### config.mk
export PLATFORM = sky130hd
export DESIGN_NAME = coin_payout_sequencer
export DESIGN_NICKNAME = d
export VERILOG_FILES = /design/src/rtl/vend_pkg.sv /design/src/rtl/payout_tube.sv /design/src/rtl/coin_payout_sequencer.sv
export SDC_FILE = /design/constraint.sdc
export NUM_CORES = 1
export LEC_CHECK = 0
export CAP_MARGIN = 20
export CORE_UTILIZATION = 35
export CTS_CLUSTER_SIZE = 24
export DETAILED_ROUTE_END_ITERATION = 8
export DONT_BUFFER_PORTS = 1
export GPL_TIMING_DRIVEN = 0
export PLACE_DENSITY_LB_ADDON = 0.08
export SLEW_MARGIN = 20
export SYNTH_ARGS = -nofsm -noshare
export SYNTH_HDL_FRONTEND = slang
export SYNTH_SLANG_ARGS = --single-unit
### constraint.sdc
create_clock -name clk -period 6.65 [get_ports clk]
set_input_delay 0.665 -clock clk [delete_from_list [all_inputs] [get_ports clk]]
set_output_delay 0.665 -clock clk [all_outputs]
set_load 0.005 [all_outputs]
### src/rtl/vend_pkg.sv
// rtl/vend_pkg.sv - coin codes, cent values and payout states shared with the vending FSM
package vend_pkg;

  localparam int NUM_COINS = 5;

  localparam logic [2:0] COIN_NICKEL  = 3'b001;
  localparam logic [2:0] COIN_DIME    = 3'b010;
  localparam logic [2:0] COIN_QUARTER = 3'b011;
  localparam logic [2:0] COIN_HALF    = 3'b100;
  localparam logic [2:0] COIN_DOLLAR  = 3'b101;

  typedef enum logic [2:0] {
    ST_IDLE   = 3'd0,
    ST_SELECT = 3'd1,
    ST_PULSE  = 3'd2,
    ST_GAP    = 3'd3,
    ST_DONE   = 3'd4
  } payout_state_e;

  function automatic logic [6:0] coin_cents(input logic [2:0] code);
    case (code)
      COIN_NICKEL:  coin_cents = 7'd5;
      COIN_DIME:    coin_cents = 7'd10;
      COIN_QUARTER: coin_cents = 7'd25;
      COIN_HALF:    coin_cents = 7'd50;
      COIN_DOLLAR:  coin_cents = 7'd100;
      default:      coin_cents = 7'd0;
    endcase
  endfunction

endpackage

### src/rtl/payout_tube.sv
// rtl/payout_tube.sv - per-denomination coin inventory counter, saturating on restock
module payout_tube #(
  parameter int unsigned INIT_COUNT = 20,
  parameter int unsigned TUBE_DEPTH = 31
) (
  input  logic       clk,
  input  logic       rst,
  input  logic       inc,
  input  logic       dec,
  output logic [4:0] count,
  output logic       nonempty
);

  logic [4:0] count_q, count_d;

  // A coin in and a coin out on the same edge cancel, even when the tube is full.
  always_comb begin
    count_d = count_q;
    if (inc && !dec && (count_q < 5'(TUBE_DEPTH))) begin
      count_d = count_q + 5'd1;
    end else if (dec && !inc && (count_q != 5'd0)) begin
      count_d = count_q - 5'd1;
    end
  end

  always_ff @(posedge clk) begin
    if (rst) begin
      count_q <= 5'(INIT_COUNT);
    end else begin
      count_q <= count_d;
    end
  end

  assign count    = count_q;
  assign nonempty = (count_q != 5'd0);

endmodule

### src/rtl/coin_payout_sequencer.sv
// rtl/coin_payout_sequencer.sv - latches change counts and pulses one ejector at a time, largest coin first
module coin_payout_sequencer
  import vend_pkg::*;
#(
  parameter int unsigned PULSE_CYCLES = 4,
  parameter int unsigned GAP_CYCLES   = 4,
  parameter int unsigned TUBE_DEPTH   = 31,
  parameter int unsigned INIT_COUNT   = 20
) (
  input  logic        clk,
  input  logic        rst,
  input  logic        load,
  input  logic [4:0]  nickel_req,
  input  logic [4:0]  dime_req,
  input  logic [4:0]  quarter_req,
  input  logic [4:0]  half_req,
  input  logic [4:0]  dollar_req,
  input  logic        restock,
  input  logic [2:0]  restock_sel,
  output logic [4:0]  eject,
  output logic        busy,
  output logic        done,
  output logic [12:0] shortfall_cents,
  output logic        nickel_s,
  output logic        dime_s,
  output logic        quarter_s,
  output logic        half_dollar_s,
  output logic        dollar_s,
  output logic        nickels19
);

  payout_state_e state_q, state_d;
  logic [4:0]  pend_q [NUM_COINS];
  logic [4:0]  pend_d [NUM_COINS];
  logic [2:0]  sel_idx_q, sel_idx_d;
  logic [15:0] timer_q, timer_d;
  logic [12:0] short_q, short_d;

  logic [4:0] tube_inc, tube_dec, tube_nz;
  logic [4:0] tube_cnt [NUM_COINS];

  logic       any_pend;
  logic [2:0] pick_idx;

  // Index 0 is the nickel tube, index 4 the dollar tube; coin code = index + 1.
  for (genvar i = 0; i < NUM_COINS; i++) begin : g_tube
    assign tube_inc[i] = restock && (restock_sel == 3'(i + 1));

    payout_tube #(
      .INIT_COUNT (INIT_COUNT),
      .TUBE_DEPTH (TUBE_DEPTH)
    ) u_tube (
      .clk      (clk),
      .rst      (rst),
      .inc      (tube_inc[i]),
      .dec      (tube_dec[i]),
      .count    (tube_cnt[i]),
      .nonempty (tube_nz[i])
    );
  end

  // Ascending scan so the highest-value pending denomination wins.
  always_comb begin
    any_pend = 1'b0;
    pick_idx = 3'd0;
    for (int i = 0; i < NUM_COINS; i++) begin
      if (pend_q[i] != 5'd0) begin
        any_pend = 1'b1;
        pick_idx = 3'(i);
      end
    end
  end

  always_comb begin
    state_d   = state_q;
    pend_d    = pend_q;
    sel_idx_d = sel_idx_q;
    timer_d   = timer_q;
    short_d   = short_q;
    tube_dec  = 5'd0;

    case (state_q)
      ST_IDLE: begin
        if (load) begin
          pend_d[0] = nickel_req;
          pend_d[1] = dime_req;
          pend_d[2] = quarter_req;
          pend_d[3] = half_req;
          pend_d[4] = dollar_req;
          short_d   = 13'd0;
          state_d   = ST_SELECT;
        end
      end

      ST_SELECT: begin
        if (!any_pend) begin
          state_d = ST_DONE;
        end else if (tube_cnt[pick_idx] != 5'd0) begin
          pend_d[pick_idx]   = pend_q[pick_idx] - 5'd1;
          tube_dec[pick_idx] = 1'b1;
          sel_idx_d          = pick_idx;
          timer_d            = 16'd0;
          state_d            = ST_PULSE;
        end else begin
          // Empty tube: write off the whole remaining count of this coin in one step.
          short_d = short_q + 13'(pend_q[pick_idx]) * 13'(coin_cents(pick_idx + 3'd1));
          pend_d[pick_idx] = 5'd0;
        end
      end

      ST_PULSE: begin
        if (timer_q == 16'(PULSE_CYCLES - 1)) begin
          timer_d = 16'd0;
          state_d = ST_GAP;
        end else begin
          timer_d = timer_q + 16'd1;
        end
      end

      ST_GAP: begin
        if (timer_q == 16'(GAP_CYCLES - 1)) begin
          timer_d = 16'd0;
          state_d = ST_SELECT;
        end else begin
          timer_d = timer_q + 16'd1;
        end
      end

      ST_DONE: begin
        state_d = ST_IDLE;
      end

      default: begin
        state_d = ST_IDLE;
      end
    endcase
  end

  always_ff @(posedge clk) begin
    if (rst) begin
      state_q   <= ST_IDLE;
      sel_idx_q <= 3'd0;
      timer_q   <= 16'd0;
      short_q   <= 13'd0;
      for (int i = 0; i < NUM_COINS; i++) begin
        pend_q[i] <= 5'd0;
      end
    end else begin
      state_q   <= state_d;
      sel_idx_q <= sel_idx_d;
      timer_q   <= timer_d;
      short_q   <= short_d;
      for (int i = 0; i < NUM_COINS; i++) begin
        pend_q[i] <= pend_d[i];
      end
    end
  end

  // Eject decodes straight from registered state, so it can only ever be one-hot or zero.
  assign eject           = (state_q == ST_PULSE) ? (5'b00001 << sel_idx_q) : 5'b00000;
  assign busy            = (state_q != ST_IDLE);
  assign done            = (state_q == ST_DONE);
  assign shortfall_cents = short_q;

  assign nickel_s      = tube_nz[0];
  assign dime_s        = tube_nz[1];
  assign quarter_s     = tube_nz[2];
  assign half_dollar_s = tube_nz[3];
  assign dollar_s      = tube_nz[4];
  assign nickels19     = (tube_cnt[0] >= 5'd19);

endmodule
==> results.txt <==
----------------------------------------------------
[Worst setup path]
  Cell mode on critical path ... sky130_fd_sc_hd__fa_1
  Kind of cell adding the most delay to the critical path ... simple AND/OR/NAND/NOR gates
  Cell type of the slowest stage on the worst timing path ... sky130_fd_sc_hd__or4_4
  Maximum single-stage delay on the critical path ... 0.59 ns
  Worst flop-to-flop path startpoint ... pend_q[1]
  WP data arrival ... 6.57 ns
  Crit-path max FO ... 10
  Critical path buffers and inverters ... 2
  Setup Crit Path Kind ... register to register
  Crit path capture type ... register
  Crit. Startpoint ... pend_q[1]
  Launching element type of the critical path ... register
  Critical path, cell by cell ... or4_4 > nor4_4 > clkbuf_2 > nand2_1 > or2_2 > fa_1 > fa_1 > fa_1 > inv_1 > ha_1 > a21o_1 > a21oi_1 > nor2b_1 > o21ai_0 > a211oi_1 > o21a_1 > o21a_1 > or3_1 > nand3_1
  WP data required ... 6.94 ns

[Power and ir drop]
  Total power consumption of the routed design ... 0.004283 W
  Leakage ... 2.915 nW
  Power density relative to cell area ... 599.2 nW/µm²
  Highest ir drop seen on vdd ... 0.0001980 V

[Cells and area]
  Total area of multi-input combinational cells ... 4478 µm²
  Area grow syn2layout ... 9.760%
  # fillers ... 1860
  Share of cells above drive strength 1 ... 0.08953
  Final Net Count ... 888
  Sequential Area ... 1702 µm²
  Antenna cell count ... 0

[STA]
  Setup repair after global routing missed its margin ... false
  Crit share post-route ... 0.9432
  Final hold violation count ... 0
  Final Critical Period ... 6.272 ns
  Final setup viols ... 0
  Sum Neg Setup Slack ... 0 ns
  Slew Limit Headroom ... 0.3277
  Timing-limited maximum frequency ... 159.4 MHz
  Max-slew violation count ... 0
  Final clock skew ... 0.008310 ns
  Worst-Margin Slew ... 1.001 ns

[Synthesis]
  Number of enable flip-flop cells after synthesis ... 0
  Cell count after synthesis ... 777
  Post-synth design cell area ... 6512 µm²
  Total number of yosys warnings ... 0
  Sequential area share after synthesis ... 0.2613
  Fraction of registers with async set or reset after synthesis ... 0
  Nets in the synthesized netlist ... 877
  Syn Area/Cell ... 8.382 µm²
  Distinct cell type count of the synthesized netlist ... 74
  Most used flip-flop cell after synthesis ... sky130_fd_sc_hd__dfxtp_1
  Number of storage elements in the synthesis netlist ... 85

[Clock tree]
  Number of levels in the clock H-tree ... 3
  Setup Buffers After CTS ... 0
  Number of instances resized during post-cts repair ... 0
  Clock tree root buffer cell ... sky130_fd_sc_hd__clkbuf_16
  Number of hold buffers added after cts ... 0
  Clock transition at the registers of the reported paths ... 0.07 ns
  Number of sinks on the clock net ... 85
  CTS Buffer Depth ... 2
  Later-pin clock latency in the skew report ... 0.35 ns
  Number of buffers created by CTS ... 9
  TritonCTS clock tree ... yes

[Global route]
  Global-route wire length before repair ... 30.68 mm
  Via count of the first global-routing pass ... 5558
  Largest net degree at the start of global routing ... 16
  All-Layer GR Usage ... 0.2054
  Aggregate global routing overflow ... 0
  Initial antenna violation count ... 0

[Floorplanning]
  Die area ... 19160 µm²
  Overall die width ... 138.4 µm
  Number of top-level pins ... 58
  Initial standard-cell utilization of the core ... 0.3601
  Die span in y ... 138.4 µm
  Rows ... 49
  Core region area ... 18090 µm²

[Routing]
  Residual antenna-violating net count after detailed routing ... 0
  Total wire length ... 19.11 mm
  First-iteration detailed-routing DRC count ... 324
  DRC viols ... 10
  Count of TritonRoute iterations in the first routing pass ... 7
  Average wire length per cell after detail routing ... 18.69 µm
  Total via count after detailed routing ... 5612
  DR vias/cell ... 5.491

[Place]
  Final weighted congestion of routability-driven global placement ... 0.8598
  Post-detail-place hpwl ... 14.92 mm
  Number of buffers inserted by port buffering ... 0

[Min path]
  Hold Path Origin ... timer_q[1]
  Worst Hold Class ... register to register

[Outcome]
  Status ... finished, violations left
  Violated checks ... design-rule violations

[Job]
  # Max-Cap Violations ... 0

----------------------------------------------------
==> power by group <==
| group | total [W] | switching (W) | internal (W) |
|---|---|---|---|
| combinational | 0.00287 | 0.00181 | 0.00106 |
| sequential | 0.000803 | 0.000172 | 0.000631 |
| clock | 0.000611 | 0.000241 | 0.000370 |
| total | 0.00428 | 0.00222 | 0.00206 |
==> area by class of cell <==
type                            instances  area share
Buffer                                 33     0.02100
Clock buffer                            9     0.03151
Clock inverter                          7     0.01715
Inverter                               49     0.02573
Multi-Input combinational cell        610      0.6265
Sequential cell                        85      0.2381
Tap cell                              229     0.04008
==> per-layer routing <==
| metal | track usage | part of all wire |
|---|---|---|
| met5 | 0 | 0 |
| met2 | 0.3406 | 0.47 |
| met4 | 0.06446 | 0.018 |
| met1 | 0.2626 | 0.46 |
| met3 | 0.04919 | 0.056 |
==> tightest hold or removal path, stage by stage, from the launching register on <==
cell	delay (ns)
sky130_fd_sc_hd__dfxtp_1	0.33
sky130_fd_sc_hd__nand2_1	0.06
sky130_fd_sc_hd__a21oi_1	0.05
==> kinds of logic after synthesis <==
group,Yosys count,synth area share
AO/OA/AOI/OAI,171,0.2015
XOR/XNOR,43,0.06013
adder cells (fa/ha/maj),68,0.1652
buffers and inverters,82,0.05110
flip-flops,85,0.2613
multiplexers,15,0.02382
AND/OR/NAND/NOR,313,0.2369
==> registers in the layout, indices dropped and copies added (netlist names) <==
| register | cells |
|---|---|
| state_q | 3 |
| sel_idx_q | 3 |
| pend_q | 25 |
| shortfall_cents | 13 |
| g_tube.u_tube.count | 25 |
| timer_q | 16 |
==> synth_stat cells (all sizes together), types with 2 or more instances <==
cell / count / area share
buf: 12 / 0.011
inv: 49 / 0.028
fa: 30 / 0.092
nor3b: 2 / 0.0023
o21a: 3 / 0.0035
nand2b: 5 / 0.0048
nand2: 46 / 0.028
nor2b: 5 / 0.0048
a221oi: 8 / 0.013
a41oi: 3 / 0.0063
nor4: 7 / 0.010
nand4: 5 / 0.0048
clkbuf: 21 / 0.012
a2bb2oi: 9 / 0.012
or2: 9 / 0.0094
nand3: 33 / 0.027
o21ai: 32 / 0.029
and3: 12 / 0.012
ha: 38 / 0.073
xor2: 25 / 0.036
and2: 7 / 0.0067
nor3: 27 / 0.022
o41ai: 7 / 0.012
o211ai: 3 / 0.0042
a211oi: 7 / 0.011
a21oi: 52 / 0.042
a311o: 2 / 0.0031
a31oi: 4 / 0.0085
or3: 12 / 0.012
o21bai: 2 / 0.0023
and4: 2 / 0.0027
dfxtp: 85 / 0.26
xnor2: 18 / 0.024
or4: 6 / 0.0092
a22oi: 17 / 0.020
a21o: 14 / 0.016
o221ai: 2 / 0.0081
nor2: 134 / 0.082
mux2i: 14 / 0.022
==> final timing paths <==
check	slack, ns	cells after the start	end
setup / recovery	0.38	19	shortfall_cents[12]
hold / removal	0.48	2	timer_q[1]
setup reg to reg	0.38	19	shortfall_cents[12]
hold reg to reg	0.48	2	timer_q[1]
==> placed cells by master (no fill, tap or decap), drive strengths merged, types with 4 or more instances in the layout <==
cell type	Yosys	layout
nor4	7	7
and3	12	12
a2bb2oi	9	9
or4	6	6
and2	7	7
clkbuf	21	30
xnor2	18	18
a22oi	17	17
buf	12	12
a211oi	7	7
nor2b	5	5
mux2i	14	14
fa	30	30
nor3	27	27
or3	12	12
or2	9	9
o41ai	7	7
o21ai	32	32
a31oi	4	4
a221oi	8	8
nand3	33	33
ha	38	38
a21o	14	14
nor2	134	134
inv	49	50
xor2	25	25
a21oi	52	52
nand2b	5	5
dfxtp	85	85
nand4	5	5
nand2	46	46
==> per-stage QoR <==
step	hold WS [ns]	instance area, µm²	setup slack [ns]	cells	util
2_1_floorplan	0.4440	6513	1.086	777	-
3_3_place_gp	0.4556	6799	0.2530	1006	0.3759
3_5_place_dp	0.4765	6799	0.2256	1006	0.3759
4_1_cts	0.4780	7147	0.1925	1022	0.3952
5_1_grt	0.4806	7148	0.09371	1022	0.3952
6_report	0.4828	7148	0.3775	1022	0.3952
Power figures use the tool's default switching activity.
